===== src/rtl/gpio_cfg_serial_xmit_pkg.sv =====
// ---------------------------------------------------------------------------
// gpio_cfg_serial_xmit_pkg
// Shared definitions for the user-GPIO serial configuration transmitter.
// Holds the pad-count and config-word-width constants that the housekeeping
// block and the pad-frame control chain must agree on. It also holds the
// transmitter state encoding and a small width helper.
// Ports: none (package).
// ---------------------------------------------------------------------------
package gpio_cfg_serial_xmit_pkg;

    // Pad-frame geometry. Five pads are reserved for management functions and
    // six are analog. Neither group sits on the digital configuration chain.
    localparam int MPRJ_IO_PADS       = 38;
    localparam int NUM_RESERVED_PADS  = 5;
    localparam int NUM_ANALOG_PADS    = 6;
    localparam int GPIO_NUM_USER_PADS = MPRJ_IO_PADS - NUM_RESERVED_PADS - NUM_ANALOG_PADS;

    // Width of one pad's configuration word (out/oeb/dm/inp_dis/vtrip/...).
    localparam int GPIO_CFG_BITS      = 13;

    // System clock cycles per serial_clock half-period.
    localparam int GPIO_CFG_CLK_DIV   = 2;

    typedef enum logic [2:0] {
        ST_IDLE,
        ST_FETCH,
        ST_SHIFT,
        ST_LOAD,
        ST_DONE
    } xmit_state_t;

    // Counter width able to hold 0..n-1. The result is never 0 bits, even for n == 1.
    function automatic int cnt_width(input int n);
        return (n > 1) ? $clog2(n) : 1;
    endfunction

endpackage


===== src/rtl/gpio_cfg_serial_phase.sv =====
// ---------------------------------------------------------------------------
// gpio_cfg_serial_phase
// Half-period generator for the configuration chain shift clock.
// While run is high, the module counts CLK_DIV system cycles per half-period.
// It toggles the registered serial clock level at the end of each half-period.
// While run is low, the counter is parked and the level is held low. Each bit
// therefore starts with a low half-period.
// Ports:
//   clk         in   system clock
//   rst         in   async active-high reset
//   run         in   enable (high while the transmitter is shifting)
//   phase_tick  out  high in the last cycle of each half-period
//   level       out  registered serial clock level
// ---------------------------------------------------------------------------
module gpio_cfg_serial_phase
    import gpio_cfg_serial_xmit_pkg::*;
#(
    parameter int CLK_DIV = GPIO_CFG_CLK_DIV
) (
    input  logic clk,
    input  logic rst,
    input  logic run,
    output logic phase_tick,
    output logic level
);

    localparam int CW = cnt_width(CLK_DIV);
    localparam logic [CW-1:0] CNT_LAST = CW'(CLK_DIV - 1);

    logic [CW-1:0] cnt;

    // Half-period counter and clock level.
    // The level flips on the last cycle of every half-period. When run drops,
    // both the counter and the level return to their idle values. The next
    // bit then begins cleanly with serial_clock low.
    always_ff @(posedge clk or posedge rst) begin
        if (rst) begin
            cnt   <= '0;
            level <= 1'b0;
        end else if (!run) begin
            cnt   <= '0;
            level <= 1'b0;
        end else if (cnt == CNT_LAST) begin
            cnt   <= '0;
            level <= ~level;
        end else begin
            cnt   <= cnt + 1'b1;
        end
    end

    assign phase_tick = run && (cnt == CNT_LAST);

endmodule


===== src/rtl/gpio_cfg_serial_xmit.sv =====
// ---------------------------------------------------------------------------
// gpio_cfg_serial_xmit
// Transmitter for the user-GPIO serial configuration chain.
// The transmitter reads one config word per digital user pad, starting with
// the highest pad and working down to pad 0. It shifts each word MSB first
// into the daisy-chained GPIO control blocks, then pulses serial_load so all
// pads latch at once. A separate request pulses serial_resetn low to clear
// the chain.
// Ports:
//   wb_clk_i         in   system clock
//   wb_rst_i         in   async active-high reset
//   xfer_start       in   1-cycle request to (re)load the whole chain
//   chain_clear      in   1-cycle request to pulse serial_resetn low
//   cfg_rd_idx       out  pad index whose config word is being read
//   cfg_rd_data      in   config word for cfg_rd_idx (combinational read)
//   serial_clock     out  chain shift clock (data sampled on rising edge)
//   serial_data_out  out  chain data, MSB first
//   serial_load      out  chain latch strobe
//   serial_resetn    out  chain reset, active low
//   busy             out  transfer in progress
//   done             out  1-cycle pulse at end of transfer
// ---------------------------------------------------------------------------
module gpio_cfg_serial_xmit
    import gpio_cfg_serial_xmit_pkg::*;
#(
    parameter int NUM_PADS = GPIO_NUM_USER_PADS,
    parameter int CFG_BITS = GPIO_CFG_BITS,
    parameter int CLK_DIV  = GPIO_CFG_CLK_DIV
) (
    input  logic                          wb_clk_i,
    input  logic                          wb_rst_i,
    input  logic                          xfer_start,
    input  logic                          chain_clear,
    output logic [cnt_width(NUM_PADS)-1:0] cfg_rd_idx,
    input  logic [CFG_BITS-1:0]           cfg_rd_data,
    output logic                          serial_clock,
    output logic                          serial_data_out,
    output logic                          serial_load,
    output logic                          serial_resetn,
    output logic                          busy,
    output logic                          done
);

    localparam int IDX_W = cnt_width(NUM_PADS);
    localparam int BIT_W = cnt_width(CFG_BITS);
    localparam int LD_W  = cnt_width(2 * CLK_DIV);

    localparam logic [IDX_W-1:0] IDX_LAST    = IDX_W'(NUM_PADS - 1);
    localparam logic [BIT_W-1:0] BIT_LAST    = BIT_W'(CFG_BITS - 1);
    localparam logic [LD_W-1:0]  LD_HIGH_END = LD_W'(CLK_DIV - 1);
    localparam logic [LD_W-1:0]  LD_END      = LD_W'(2 * CLK_DIV - 1);

    xmit_state_t          state;
    logic [CFG_BITS-1:0]  shreg;
    logic [CFG_BITS-1:0]  shreg_next;
    logic [BIT_W-1:0]     bit_cnt;
    logic [LD_W-1:0]      ld_cnt;
    logic                 clr_hold;
    logic                 phase_tick;
    logic                 sclk_level;
    logic                 bit_end;

    // The shift clock runs only while the FSM is in SHIFT. A bit is finished
    // at the end of its high half-period, which is where serial_clock falls.
    gpio_cfg_serial_phase #(
        .CLK_DIV(CLK_DIV)
    ) u_phase (
        .clk        (wb_clk_i),
        .rst        (wb_rst_i),
        .run        (state == ST_SHIFT),
        .phase_tick (phase_tick),
        .level      (sclk_level)
    );

    assign serial_clock = sclk_level;
    assign bit_end      = phase_tick && sclk_level;
    assign shreg_next   = shreg << 1;

    // Main transfer FSM with registered Moore outputs.
    // IDLE waits for a request. FETCH captures the addressed word. SHIFT
    // presents the word MSB first, one bit per serial_clock period. When pad 0
    // has been sent, LOAD drives a high-then-low serial_load window. DONE then
    // signals completion for a single cycle.
    // The chain-clear pulse is stretched to two cycles by clr_hold. Once that
    // pulse ends, or after any reset, serial_resetn returns high on the next
    // clock. An async reset drops serial_resetn immediately. As a result, a
    // partially shifted chain is cleared instead of ever being latched.
    always_ff @(posedge wb_clk_i or posedge wb_rst_i) begin
        if (wb_rst_i) begin
            state           <= ST_IDLE;
            cfg_rd_idx      <= IDX_LAST;
            shreg           <= '0;
            bit_cnt         <= '0;
            ld_cnt          <= '0;
            clr_hold        <= 1'b0;
            serial_data_out <= 1'b0;
            serial_load     <= 1'b0;
            serial_resetn   <= 1'b0;
            busy            <= 1'b0;
            done            <= 1'b0;
        end else begin
            done <= 1'b0;

            if (clr_hold) begin
                clr_hold      <= 1'b0;
                serial_resetn <= 1'b0;
            end else begin
                serial_resetn <= 1'b1;
            end

            case (state)
                ST_IDLE: begin
                    if (xfer_start) begin
                        state      <= ST_FETCH;
                        busy       <= 1'b1;
                        cfg_rd_idx <= IDX_LAST;
                    end else if (chain_clear) begin
                        serial_resetn <= 1'b0;
                        clr_hold      <= 1'b1;
                    end
                end

                ST_FETCH: begin
                    shreg           <= cfg_rd_data;
                    serial_data_out <= cfg_rd_data[CFG_BITS-1];
                    bit_cnt         <= BIT_LAST;
                    state           <= ST_SHIFT;
                end

                ST_SHIFT: begin
                    if (bit_end) begin
                        if (bit_cnt != '0) begin
                            bit_cnt         <= bit_cnt - 1'b1;
                            shreg           <= shreg_next;
                            serial_data_out <= shreg_next[CFG_BITS-1];
                        end else begin
                            serial_data_out <= 1'b0;
                            if (cfg_rd_idx == '0) begin
                                state       <= ST_LOAD;
                                serial_load <= 1'b1;
                                ld_cnt      <= '0;
                            end else begin
                                cfg_rd_idx  <= cfg_rd_idx - 1'b1;
                                state       <= ST_FETCH;
                            end
                        end
                    end
                end

                ST_LOAD: begin
                    ld_cnt <= ld_cnt + 1'b1;
                    if (ld_cnt == LD_HIGH_END) begin
                        serial_load <= 1'b0;
                    end
                    if (ld_cnt == LD_END) begin
                        state <= ST_DONE;
                        done  <= 1'b1;
                    end
                end

                ST_DONE: begin
                    state      <= ST_IDLE;
                    busy       <= 1'b0;
                    cfg_rd_idx <= IDX_LAST;
                end

                default: begin
                    state <= ST_IDLE;
                end
            endcase
        end
    end

endmodule


===== config.mk =====
export PLATFORM = sky130hd
export DESIGN_NAME = gpio_cfg_serial_xmit
export DESIGN_NICKNAME = d
export VERILOG_FILES = /design/src/rtl/gpio_cfg_serial_xmit_pkg.sv /design/src/rtl/gpio_cfg_serial_phase.sv /design/src/rtl/gpio_cfg_serial_xmit.sv
export SDC_FILE = /design/constraint.sdc
export NUM_CORES = 1
export LEC_CHECK = 0
export ABC_AREA = 1
export BUFFER_PORTS_ARGS = -buffer_cell sky130_fd_sc_hd__buf_2
export CAP_MARGIN = 30
export CORE_UTILIZATION = 55
export CTS_CLUSTER_DIAMETER = 80
export DETAILED_ROUTE_END_ITERATION = 16
export PLACE_DENSITY = 0.75
export SLEW_MARGIN = 25
export SYNTH_ARGS = -nofsm -noshare
export SYNTH_HDL_FRONTEND = slang
export SYNTH_SLANG_ARGS = --single-unit

===== constraint.sdc =====
create_clock -name wb_clk_i -period 1.9 [get_ports wb_clk_i]
set_clock_uncertainty 0.05 [all_clocks]
set_input_delay 0.285 -clock wb_clk_i [delete_from_list [all_inputs] [get_ports wb_clk_i]]
set_output_delay 0.285 -clock wb_clk_i [all_outputs]
set_load 0.05 [all_outputs]

; Yosys cells after proc, flatten, opt, wreduce, memory -nomap -nowiden
; Index checks and enable logic that the tools add are counted.
[word_totals]
regBits = 34
inputBits = 17
output_inout_bits = 11
elab_cells = 93
[classes]
n_addsub = 4
eq_ne = 15
muxes = 44
bitwise = 1
reduce_logical = 16
[ops]
columns = op, count
row1 = 12-bit 2-to-1 mux, 2
row2 = 12-bit case mux with 2 select lines, 1
row3 = 1-bit 2-to-1 mux, 20
row4 = 5-bit 2-to-1 mux, 4
row5 = "2-bit inequality test, second input constant", 9
row6 = 5-bit case mux with 3 select lines, 1
row7 = 3-bit 2-to-1 mux, 4
row8 = 3-bit case mux with 4 select lines, 1
row9 = 5-bit AND reduction, 2
row10 = 2-bit 2-to-1 mux, 4
row11 = 4-bit 2-to-1 mux, 2
row12 = 4-bit case mux with 2 select lines, 1
row13 = 4-bit AND reduction, 2
row14 = "3-bit by 2-bit equality test with 1-bit output, second input constant", 2
row15 = 1-bit case mux with 2 select lines, 3
row16 = 2-bit nonzero test, 3
row17 = 5-bit logical NOT, 1
row18 = "5-bit by 1-bit subtractor with 5-bit output, second input constant", 1
row19 = 2-bit case mux with 2 select lines, 1
row20 = 2-bit AND reduction, 2
row21 = 4-bit nonzero test, 1
row22 = "4-bit by 1-bit subtractor with 4-bit output, second input constant", 1
row23 = "3-bit by 1-bit equality test with 1-bit output, second input constant", 1
row24 = "3-bit equality test, second input constant", 1
row25 = 9 further kinds, 10

; Longest topological paths before layout
[logic_depth]
word_depth = 5
depth_mapped = 9
depth_no_buf = 9

; Cells and area by module
; A second synthesis with hierarchy kept.
[unflattened]
hier_cells = 223
area_unflattened_um2 = 1888.1
[modules_own_cells]
columns = mod, instances, cells_each, area_per_inst_um2, seq_area_each_um2
row1 = gpio_cfg_serial_xmit, 1, 211, 1798.0, 804.5
row2 = gpio_cfg_serial_phase, 1, 12, 90.1, 50.0

; Worst setup path before layout
; Ideal clock, no wire load.
[synth_path]
path_type = reg-to-reg
start = register cfg_rd_idx[0]
end = register cfg_rd_idx[2]
setup_time_ns = 0.120
arrival_time_ns = 1.452
required_time_ns = 1.730
setup_slack_ns = 0.278
stages_incl_launch_ff = 9
n_path_buf = 0
synth_period_minus_slack_ns = 1.622
path_cell_list = dfrtp_1 -> inv_1 -> ha_1 -> nand2_1 -> inv_1 -> nand3_4 -> nand3_2 -> nand2_1 -> nand2_1
[synth_between]
elab_chain_len = 5
word_cells_on_any_way = 8
cone_classes = add/sub: 1 / eq/ne: 1 / mux: 4 / reduce/logical: 2
[synth_lines]
columns = item, line
row1 = "start, declared", gpio_cfg_serial_xmit.sv:34  ; output logic [cnt_width(NUM_PADS)-1:0] cfg_rd_idx,
row2 = "start signal, assigned", gpio_cfg_serial_xmit.sv:143  ; cfg_rd_idx <= cfg_rd_idx - 1'b1;
row3 = 5-bit by 1-bit subtractor with 5-bit output, gpio_cfg_serial_xmit.sv:143
row4 = 5-bit 2-to-1 mux, gpio_cfg_serial_xmit.sv:138  ; if (cfg_rd_idx == '0) begin
row5 = 5-bit 2-to-1 mux, gpio_cfg_serial_xmit.sv:132  ; if (bit_cnt != '0) begin
row6 = 5-bit 2-to-1 mux, gpio_cfg_serial_xmit.sv:131  ; if (bit_end) begin
row7 = 5-bit case mux with 3 select lines, gpio_cfg_serial_xmit.sv:111  ; case (state)
; Several ways; a longest one is shown, not always the timed one. The select of a mux whose other input is x is not followed.
; A chain may end at the register's enable or synchronous reset.

; Final worst setup path
[layout_path]
start = register state[1]
end = register shreg[10]
[layout_between]
elab_chain_len = 5
word_cells_on_any_way = 9
cone_classes = eq/ne: 4 / mux: 1 / reduce/logical: 4
[layout_lines]
columns = item, line
row1 = "start, declared", gpio_cfg_serial_xmit.sv:53  ; xmit_state_t state;
row2 = "start signal, assigned", gpio_cfg_serial_xmit.sv:90  ; state <= ST_IDLE;
row3 = "start signal, assigned", gpio_cfg_serial_xmit.sv:114  ; state <= ST_FETCH;
row4 = "start signal, assigned", gpio_cfg_serial_xmit.sv:127  ; state <= ST_SHIFT;
row5 = 3-bit by 2-bit equality test with 1-bit output, "gpio_cfg_serial_xmit.sv:70, gpio_cfg_serial_xmit.sv:111"
row6 = 1-bit logical AND, gpio_cfg_serial_phase.sv:51  ; assign phase_tick = run && (cnt == CNT_LAST);
row7 = 1-bit logical AND, gpio_cfg_serial_xmit.sv:76  ; assign bit_end = phase_tick && sclk_level;
row8 = 2-bit inequality test (no line), -
row9 = 3-bit AND reduction (no line), -
row10 = "end signal, assigned", gpio_cfg_serial_xmit.sv:124  ; shreg <= cfg_rd_data;
row11 = "end signal, assigned", gpio_cfg_serial_xmit.sv:134  ; shreg <= shreg_next;
row12 = "end, declared", gpio_cfg_serial_xmit.sv:54  ; logic [CFG_BITS-1:0] shreg;
; Several ways; a longest one is shown, not always the timed one.

==> impl_results.md <==
* First-pass GRT wire length at 6000 µm
* Largest net degree at the start of global routing at 22
* Residual DRC at 0
* Hold Crit Class: primary input to flop
* Avg Cell Area, Syn at 7.96 µm²
* Hold violation total from the final report at 0
* Ports at 28
* Nets at 301
* Yosys synthesis warning count at 0
* Reg-to-reg slack, setup at around 270 ps
* Post-route cell area at 2230 µm²
* Clock sinks at 34
* Antenna Cells at 0
* DIE AREA at 3850 µm²
* CP max FO at 14
* Total GRT Usage at 0.220
* Die Span Y at 62.0 µm
* Core ar. at 3390 µm²
* Root Driver: clkbuf_4
* Final Max Tran Viols at 0
* Final min period at 1630 ps
* Num CTS Buffers at 5
* Layout area overhead at 12.6%
* ANT nets after route at 0
* Synthesized netlist net count at 270
* Final TNS setup at 0 ps
* Fillcell total at 310
* Ratio of cells with drive above 1 in the final layout at 0.264
* Most frequent cells in the layout: nand2_1 (111), dfrtp_1 (31), buf_2 (27)
* Post-Syn Instances at 249
* CTS tree: done
* Hpwl dp at 2640 µm
* Grt ovf at 0
* Crit. End Element: flop
* H-tree Lvls at 2
* Site Rows at 21
* Post-Syn Area at a little under 2000 µm²
* Cell Pwr Density at 589 nW/µm²
* Setup CP Type: flop to flop
* Max Root-Sink Buffers at 2
* Clock Latency Late Sink at 350 ps
* Placed Area at around 2100 µm²
* Status: completed
* DR vias at ~1600
* Initial antenna violation count at 0
* Worst reg2reg path depth at 6
* Routed WL at 3580 µm
* Leakage power at 1.30 nW
* Worst-Margin Slew at between 500 and 600 ps
* CP startpoint kind: flop
* Seq/Total Area, Yosys at 0.431
* Fin Hold WS at approximately 130 ps
* Critical Path AT at between 1500 and 2000 ps
* Slew headroom at 0.623
* Hold Path Depth at 2
* Fmax at around 610 MHz
* Synth unique cells at 31
* Post-DR vias/cell at 4.86
* Required @ worst endpoint at 2140 ps
* Dpl ws at 280 ps
* RSZ-0062 raised after global routing: no
* Yosys reg bits at 34
* Initial Utilization at 0.585
* Worst vdd ir at 0.000303 V
* Final worst path period share at 0.860
* Port Buffers at 27
* Gpl congestion at 0.871
* Die width at ~62 µm
* Wire per inst at 11.0 µm
* Number of global-route vias before repair at 1438
* Setup violators final at 0
* Clock transition at the registers of the reported paths at 100 ps
* Max_cap viols at 0
* Final Worst Setup Slack at 266 ps
* Most common cell after layout, fill and taps aside: nand2_1
* DRT Pass-1 Iters at 4
* Iteration-0 DRC Markers at 77
==> flip-flops by register name, summed over array words and instances (netlist names), 2 cells and up <==
signal / count
bit_cnt: 4
state: 3
ld_cnt: 2
cfg_rd_idx: 5
shreg: 12
==> worst max-delay path, stage by stage, from the launching register on <==
cell and delay (ps):
dfrtp_1 570, nand2_4 110, nor2_8 220, nand2_8 80, a21oi_4 350, nand2_1 110, nand2_1 80
==> metal layers <==
| layer | part of all wire | GRT usage | vias to the layer above | wire length [µm] |
|---|---|---|---|---|
| met3 | 0.036 | 0.0745 | 6 | 130 |
| met4 | 0.016 | 0.0794 | 0 | 57 |
| li1 | - | - | 828 | - |
| met1 | 0.49 | 0.295 | 724 | 1740 |
| met2 | 0.46 | 0.331 | 26 | 1640 |
| met5 | 0 | 0 | - | 0 |
==> worst paths after layout <==
kind | startpoint | to
worst max-delay path | state[1] | shreg[10]
worst min register to register | serial_load | serial_load
max in group asynchronous | wb_rst_i | ld_cnt[1]
min in group asynchronous | wb_rst_i | cfg_rd_idx[0]
worst max register to register | state[1] | shreg[10]
worst min-delay path | chain_clear | clr_hold
==> synthesized netlist by cell type <==
cell,instances,share of area
nor2_8,1,0.010
nand2_2,13,0.041
nand2_8,1,0.010
inv_2,3,0.0057
inv_1,21,0.040
nand3_2,4,0.020
buf_6,3,0.017
nand3_4,2,0.018
buf_8,1,0.0076
nand3_1,9,0.023
buf_4,1,0.0038
nand4_1,6,0.019
nand2_1,111,0.21
o21ai_0,2,0.0050
nand2_4,3,0.017
or2_2,2,0.0063
xnor2_1,1,0.0044
nor2_2,2,0.0063
and2_1,1,0.0032
o21bai_1,1,0.0038
nand4_2,1,0.0063
ha_1,4,0.025
dfrtp_1,31,0.39
o211ai_1,1,0.0038
a21oi_4,3,0.025
o21ai_1,2,0.0050
a21oi_1,2,0.0050
dfstp_2,3,0.040
buf_2,1,0.0025
nor2_1,12,0.023
or2_1,1,0.0032
==> logic make-up after synthesis <==
group | share of synthesized area
simple gates | 0.416
xor+xnor | 0.00442
flops | 0.431
compound gates | 0.0473
fa+ha+maj | 0.0252
buf+inv | 0.0763
==> repair_timing <==
action / in CTS / in global routing
hold buffers: 1 / 0
buffers inserted: 0 / 0
endpoints found under the setup margin: 0 / 0
hold endpoints to repair: 10 / 0
gates resized for setup: 0 / 0
==> power breakdown <==
part	internal (mW)	switching [mW]
combinational	0.0184	0.0244
clock	0.306	0.241
sequential	0.725	0.000915
total	1.05	0.267
==> stage by stage <==
step	std cells	total power [mW]	utilization
4_1_cts	326	1.33	0.659
5_1_grt	326	1.36	0.659
3_5_place_dp	318	0.782	0.632
6_report	326	1.32	0.659
2_1_floorplan	249	0.755	-
3_3_place_gp	318	0.782	0.632
==> final cells by class <==
| cell class | instances | area, µm² | share of cell area |
|---|---|---|---|
| Multi-Input combinational cell | 185 | 977 | 0.438 |
| Sequential cell | 34 | 855 | 0.383 |
| Timing Repair Buffer | 30 | 173 | 0.0773 |
| Inverter | 24 | 90.1 | 0.0403 |
| Tap cell | 46 | 57.6 | 0.0258 |
| Clock buffer | 6 | 51.3 | 0.0230 |
| Clock inverter | 1 | 30.0 | 0.0134 |
Note: power is estimated with default switching activity, not from simulation.
